`src/rtl/uart_tx.sv`:
```
// uart_tx: valid/ack byte source to asynchronous serial frames (start, 8 data LSB first, optional parity, 1-2 stop)
module uart_tx #(
   parameter int CLKS_PER_BIT = 87,
   parameter int PARITY_EN    = 0,
   parameter int PARITY_ODD   = 0,
   parameter int STOP_BITS    = 1
) (
   input  logic       clk,
   input  logic       rst,
   input  logic [7:0] tx_data,
   input  logic       tx_data_valid,
   output logic       tx_data_ack,
   output logic       txd,
   output logic       tx_busy
);
   localparam int CW = $clog2(CLKS_PER_BIT);
   localparam logic [CW-1:0] LAST = CW'(CLKS_PER_BIT - 1);
   typedef enum logic [2:0] {IDLE, START, DATA, PARITY, STOP} state_t;
   state_t state, state_n;
   logic [CW-1:0] cnt, cnt_n;
   logic [2:0] idx, idx_n;
   logic [7:0] sh, sh_n;
   logic txd_n, busy_n, ack_n, tick, par;
   assign tick = cnt == LAST;
   assign par = ^sh ^ (PARITY_ODD != 0);
   // state and registered outputs; reset forces the line idle and abandons any frame
   always_ff @(posedge clk) begin
      if (rst) begin
         state       <= IDLE;
         cnt         <= '0;
         idx         <= '0;
         sh          <= '0;
         txd         <= 1'b1;
         tx_busy     <= 1'b0;
         tx_data_ack <= 1'b0;
      end else begin
         state       <= state_n;
         cnt         <= cnt_n;
         idx         <= idx_n;
         sh          <= sh_n;
         txd         <= txd_n;
         tx_busy     <= busy_n;
         tx_data_ack <= ack_n;
      end
   end
   // next state: baud counter paces every bit, txd only moves on a bit boundary
   always_comb begin
      state_n = state;
      cnt_n   = (state == IDLE || tick) ? '0 : cnt + 1'b1;
      idx_n   = idx;
      sh_n    = sh;
      txd_n   = txd;
      busy_n  = tx_busy;
      ack_n   = 1'b0;
      case (state)
         IDLE: if (tx_data_valid) begin
            sh_n    = tx_data;
            txd_n   = 1'b0;
            busy_n  = 1'b1;
            ack_n   = 1'b1;
            idx_n   = '0;
            state_n = START;
         end
         START: if (tick) begin
            state_n = DATA;
            txd_n   = sh[0];
            idx_n   = '0;
         end
         DATA: if (tick) begin
            if (idx == 3'd7) begin
               state_n = (PARITY_EN != 0) ? PARITY : STOP;
               txd_n   = (PARITY_EN != 0) ? par : 1'b1;
               idx_n   = '0;
            end else begin
               idx_n = idx + 3'd1;
               txd_n = sh[idx_n];
            end
         end
         PARITY: if (tick) begin
            state_n = STOP;
            txd_n   = 1'b1;
            idx_n   = '0;
         end
         STOP: if (tick) begin
            if (idx == 3'(STOP_BITS - 1)) begin
               state_n = IDLE;
               busy_n  = 1'b0;
               idx_n   = '0;
            end else begin
               idx_n = idx + 3'd1;
            end
         end
         default: state_n = IDLE;
      endcase
   end
endmodule

```
`config.mk`:
```
export PLATFORM = sky130hd
export DESIGN_NAME = uart_tx
export DESIGN_NICKNAME = d
export VERILOG_FILES = /design/src/rtl/uart_tx.sv
export SDC_FILE = /design/constraint.sdc
export NUM_CORES = 1
export LEC_CHECK = 0
export CORE_MARGIN = 4
export CORE_UTILIZATION = 35
export CTS_BUF_LIST = sky130_fd_sc_hd__clkbuf_2
export DETAILED_ROUTE_END_ITERATION = 10
export PLACE_DENSITY = 0.65
export SLEW_MARGIN = 20
export SYNTH_ARGS = -nofsm -noshare
export SYNTH_HDL_FRONTEND = slang
export SYNTH_SLANG_ARGS = --single-unit
```
`constraint.sdc`:
```
create_clock -name clk -period 4.3 [get_ports clk]
set_input_delay 0.86 -clock clk [delete_from_list [all_inputs] [get_ports clk]]
set_output_delay 0.86 -clock clk [all_outputs]
set_load 0.02 [all_outputs]
```
# ---- Word-level counts from Yosys, hierarchy flattened
# Cells that the tools add are included.
dict set report op_classes {
  n_addsub 2
  mul 0
  n_div 0
  order_cmp 1
  eq_ne 14
  shifts 0
  mux 28
  bitwise 1
  reduce_logical 14
}
# cell count
set ops {}
lappend ops {{3-bit two-way mux} 13}
lappend ops {{3-bit case mux with 5 select lines} 1}
lappend ops {{2-bit != test (second input constant)} 7}
lappend ops {{3-bit case mux with 4 select lines} 1}
lappend ops {{1-bit two-way mux} 10}
lappend ops {{5-bit AND reduction} 2}
lappend ops {{4-bit nonzero test} 2}
lappend ops {{7-bit by 1-bit adder with 7-bit output (second input constant)} 1}
lappend ops {{7-bit equality test (second input constant)} 1}
lappend ops {{7-bit AND reduction} 1}
lappend ops {{3-bit by 2-bit equality test with 1-bit output (second input constant)} 2}
lappend ops {{3-bit equality test (second input constant)} 2}
lappend ops {{3-bit logical NOT} 2}
lappend ops {{2-bit OR reduction} 3}
lappend ops {{3-bit by 4-bit less-than comparator with 1-bit output (second input constant)} 1}
lappend ops {{1-bit case mux with 4 select lines} 1}
lappend ops {{4-bit AND reduction} 1}
lappend ops {{3-bit by 1-bit adder with 3-bit output (second input constant)} 1}
lappend ops {{1-bit binary-select mux with 3-bit select} 1}
lappend ops {{3-bit by 1-bit equality test with 1-bit output (second input constant)} 1}
lappend ops {{2-bit by 1-bit != test with 1-bit output (second input constant)} 1}
lappend ops {{1-bit case mux with 2 select lines} 1}
lappend ops {{2-bit AND reduction} 1}
lappend ops {{2-bit nonzero test} 1}
lappend ops {{other kinds (2)} 2}
dict set report word_totals {
  reg_bits 24
  latchBits 0
  ram_bits 0
  romBits 0
  in_bits 11
  output_inout_bits 3
  wordCells 67
  memories 0
}

# ---- Logic depth before layout (Yosys ltp)
dict set report depth {
  word_depth 6
  mapped_depth 6
  mapped_depth_nobuf 6
}

# ---- Worst setup path before layout
# OpenSTA, ideal clock, no wires.
dict set report synth_timing {
  path_type {reg-to-reg}
  start {register idx[0]}
  end {register txd}
  setup_time_ns 0.120
  arrival_time_ns 1.746
  required_ns 4.180
  slack_ns 2.434
  stages_incl_launch_ff 7
  path_buffers 0
  synth_period_minus_slack_ns 1.866
  cell_sequence {dfxtp_1 > inv_1 > ha_1 > mux4_2 > mux2i_1 > a2111oi_0 > a211o_1}
}
dict set report synth_between {
  elab_chain_cells 6
  elab_cells_between_ends 7
  cone_classes {add/sub (1); eq/ne (1); mux (5)}
}
# element line
set synth_rtl {}
lappend synth_rtl {{start: declaration} 21} ;# logic [2:0] idx, idx_n;
lappend synth_rtl {{start signal: assignment} 39} ;# idx <= idx_n;
lappend synth_rtl {{3-bit by 1-bit adder with 3-bit output} 75} ;# idx_n = idx + 3'd1;
lappend synth_rtl {{1-bit binary-select mux with 3-bit select} 76} ;# txd_n = sh[idx_n];
lappend synth_rtl {{1-bit two-way mux (not written as such)} 76}
lappend synth_rtl {{1-bit two-way mux (*)} 70} ;# if (idx == 3'd7) begin
lappend synth_rtl {{1-bit two-way mux (*)} 69} ;# DATA: if (tick) begin
lappend synth_rtl {{1-bit case mux with 4 select lines (*)} 55} ;# case (state)
lappend synth_rtl {{end signal: assignment} 41} ;# txd <= txd_n;
lappend synth_rtl {{end: declaration} 13} ;# output logic txd,
# Mark *: on every way between the ends. The rest lies on a longest branch, timed or not. The select of a mux whose other input is x is not followed.
# A chain may end at the register's enable or synchronous reset.

# ---- Final worst setup path
dict set report layout_timing {
  start {register txd}
  end {output txd}
}
# No word-level cell between the ends.

==> results.md <==
* Fin crit period at 2.19 ns
* Layout cells sized above 1 at 5.76%
* Mapped Nets at 142
* Post-Syn Area at 0.00113 mm²
* Family with the most delay on the worst path: buffers and inverters
* Synth area leader: dfxtp_1
* Largest net degree at the start of global routing at 21
* Final Hold Viols at 0
* Root buf cell: clkbuf_2
* Post-DRT Antenna Nets at 0
* RSZ-0062 raised after global routing: false
* DRC at 0
* Multiplexer area fraction after synthesis at 7.51%
* Period utilization at 51.0%
* DP HPWL at 1.61 mm
* Die area at 0.00421 mm²
* CP cell instances: clkdlybuf4s50_1
* Leakage at 0.000477 µW
* Setup TNS at 0 ns
* Diode count at 0
* Synth Area in Adders at 5.52%
* Via count at 906
* Initial drt markers at 18
* Post-synth EDFFs at 0
* Wire per inst at 11.6 µm
* First-pass GRT wire length at 3.79 mm
* Clock Skews at 0.00212 ns
* Clk slew on worst S/H paths at 0.21 ns
* Core area at 0.00308 mm²
* Crit path max fanout at 2
* Peak VDD IR at 0.0881 mV
* Relative slew slack at 56.0%
* Htree depth at 1
* Xor/xnor share of the synthesized area at 3.86%
* Clock sinks at 24
* Final Setup Violations at 0
* Worst path buffer plus inverter count at 1
* Seq/Total Area, Yosys at 42.4%
* Status: finished, final reports clean
* Initial Util at 36.8%
* Crit path kind: flip-flop to primary output
* Setup crit end kind: primary output
* # fillers at 303
* Main synth FF type: dfxtp_1
* Crit-path max cell delay at 0.61 ns
* Max Slew Vio Count at 0
* GR Overflow Total at 0
* Synth Area in Compound Gates at 14.9%
* Die W at 64.9 µm
* Top-count cell post-synth: dfxtp_1
* Synth Register Bits at 24
* Max cap viols at 0
* Clock Latency Late Sink at 0.33 ns
* Post-DR vias/cell at 4.95
* Crit path DAT at 1.33 ns
* Io pins at 14
* Worst Path Required at 3.44 ns
* Port buffer count at 13
* Average cell area after synthesis at 9.00 µm²
* Power density over the cells at 278 mW/mm²
* TritonCTS clock tree: built
* Synth async-reset ratio at 0%
* Post-Synth Simple-Gate Area at 22.3%
* Die Y-Extent at 64.9 µm
* Layout area overhead at 16.4%
* # hold bufs at CTS at 0
* Vias in the first global route at 892
* CTS resizes at 0
* Final #Nets at 156
* Placer's final routability congestion estimate at 0.827
* CTS max path bufs at 2
* Commonest cells post-synth: dfxtp_1, nand2_1, nor2_1, a21oi_1, inv_1
* CTS buffer count at 3
* Register area at 480 µm²
* Post-CTS Setup Inserts at 0
* Worst Max-Slew Pin Slew at 0.659 ns
* Post-synthesis cell type count at 35
* WL final at 2.12 mm
* Highest clock rate at 0.456 GHz
* Antenna violations before repair at 0
* CP max stage cell: clkdlybuf4s50_1
* Largest family of logic cells by synthesized area: simple AND/OR/NAND/NOR gates
* Area of the multi-input gates at 613 µm²
* Pre-antenna DRT Iters at 4
* Design Power at 366 µW
* Post-synth top area share at 42.4%
* Hold WC Path Type: flip-flop to flip-flop
* Std-Cell Rows at 20
* Synth top area cells: dfxtp_1, nand2_1, ha_1
* Cells after Synth at 126
* Crit start category: flip-flop
* Overall routing resource usage at 11.2%
* Synth warnings at 0
## metrics by stage
| step | instances | util, % | cell area (µm²) | hold WS, ns | setup slack [ns] |
|---|---|---|---|---|---|
| floorplan | 126 | - | 1130 | 0.426 | 2.43 |
| global placement | 179 | 42.3 | 1300 | 0.440 | 1.91 |
| detailed placement | 179 | 42.3 | 1300 | 0.451 | 1.89 |
| CTS | 183 | 42.9 | 1320 | 0.476 | 2.07 |
| global route | 183 | 42.9 | 1320 | 0.497 | 2.02 |
| finish | 183 | 42.9 | 1320 | 0.476 | 2.11 |
## logic make-up after synthesis
logic type,count (synthesis)
buf+inv,10
fa+ha+maj,5
xor+xnor,5
simple gates,52
flops,24
mux,6
compound gates,24
## where the power goes
part | leakage, µW | switching [µW] | total, µW | internal, µW
clock | 0.0000140 | 64.8 | 85.0 | 20.2
combinational | 0.000267 | 21.0 | 43.4 | 22.4
sequential | 0.000196 | 6.60 | 238 | 231
## cell type report
| class | count | area share (%) |
|---|---|---|
| clock buffer | 3 | 1.14 |
| multi-input combinational | 92 | 46.4 |
| clock inverter | 1 | 0.284 |
| sequential | 24 | 36.4 |
| timing repair buffer | 13 | 9.86 |
| tap | 44 | 4.17 |
| inverter | 6 | 1.71 |
## state kept, by name, summed over array words and instances (netlist names)
| name | flops |
|---|---|
| cnt | 7 |
| tx_busy | 1 |
| tx_data_ack | 1 |
| idx | 3 |
| state | 3 |
| txd | 1 |
| sh | 8 |
## cell usage in the layout, fill, tap and decap left out, types with 3 or more instances in the layout
cell type	instances
nand2_1	22
xnor2_1	3
dfxtp_1	24
nand3_1	3
inv_1	6
nor2_1	12
nand2b_1	5
ha_1	5
a21oi_1	11
clkdlybuf4s50_1	13
mux2i_1	4
clkbuf_2	3
## metal layers
metal,part of all wire [%],GRT usage (%),vias to the layer above
li1,-,-,468
met1,47,14.1,411
met2,45,17.2,23
met3,6.4,3.29,4
met4,1.1,5.80,0
met5,0,0,-
## path summary, 6_finish.rpt
path	startpoint	endpoint	slack, ns	cells past startpoint
hold / removal	sh[6]	sh[6]	0.48	2
setup reg to reg	idx[0]	txd	2.25	6
setup / recovery	txd	txd	2.11	1
hold reg to reg	sh[6]	sh[6]	0.48	2
(Power assumes the default switching activity.)
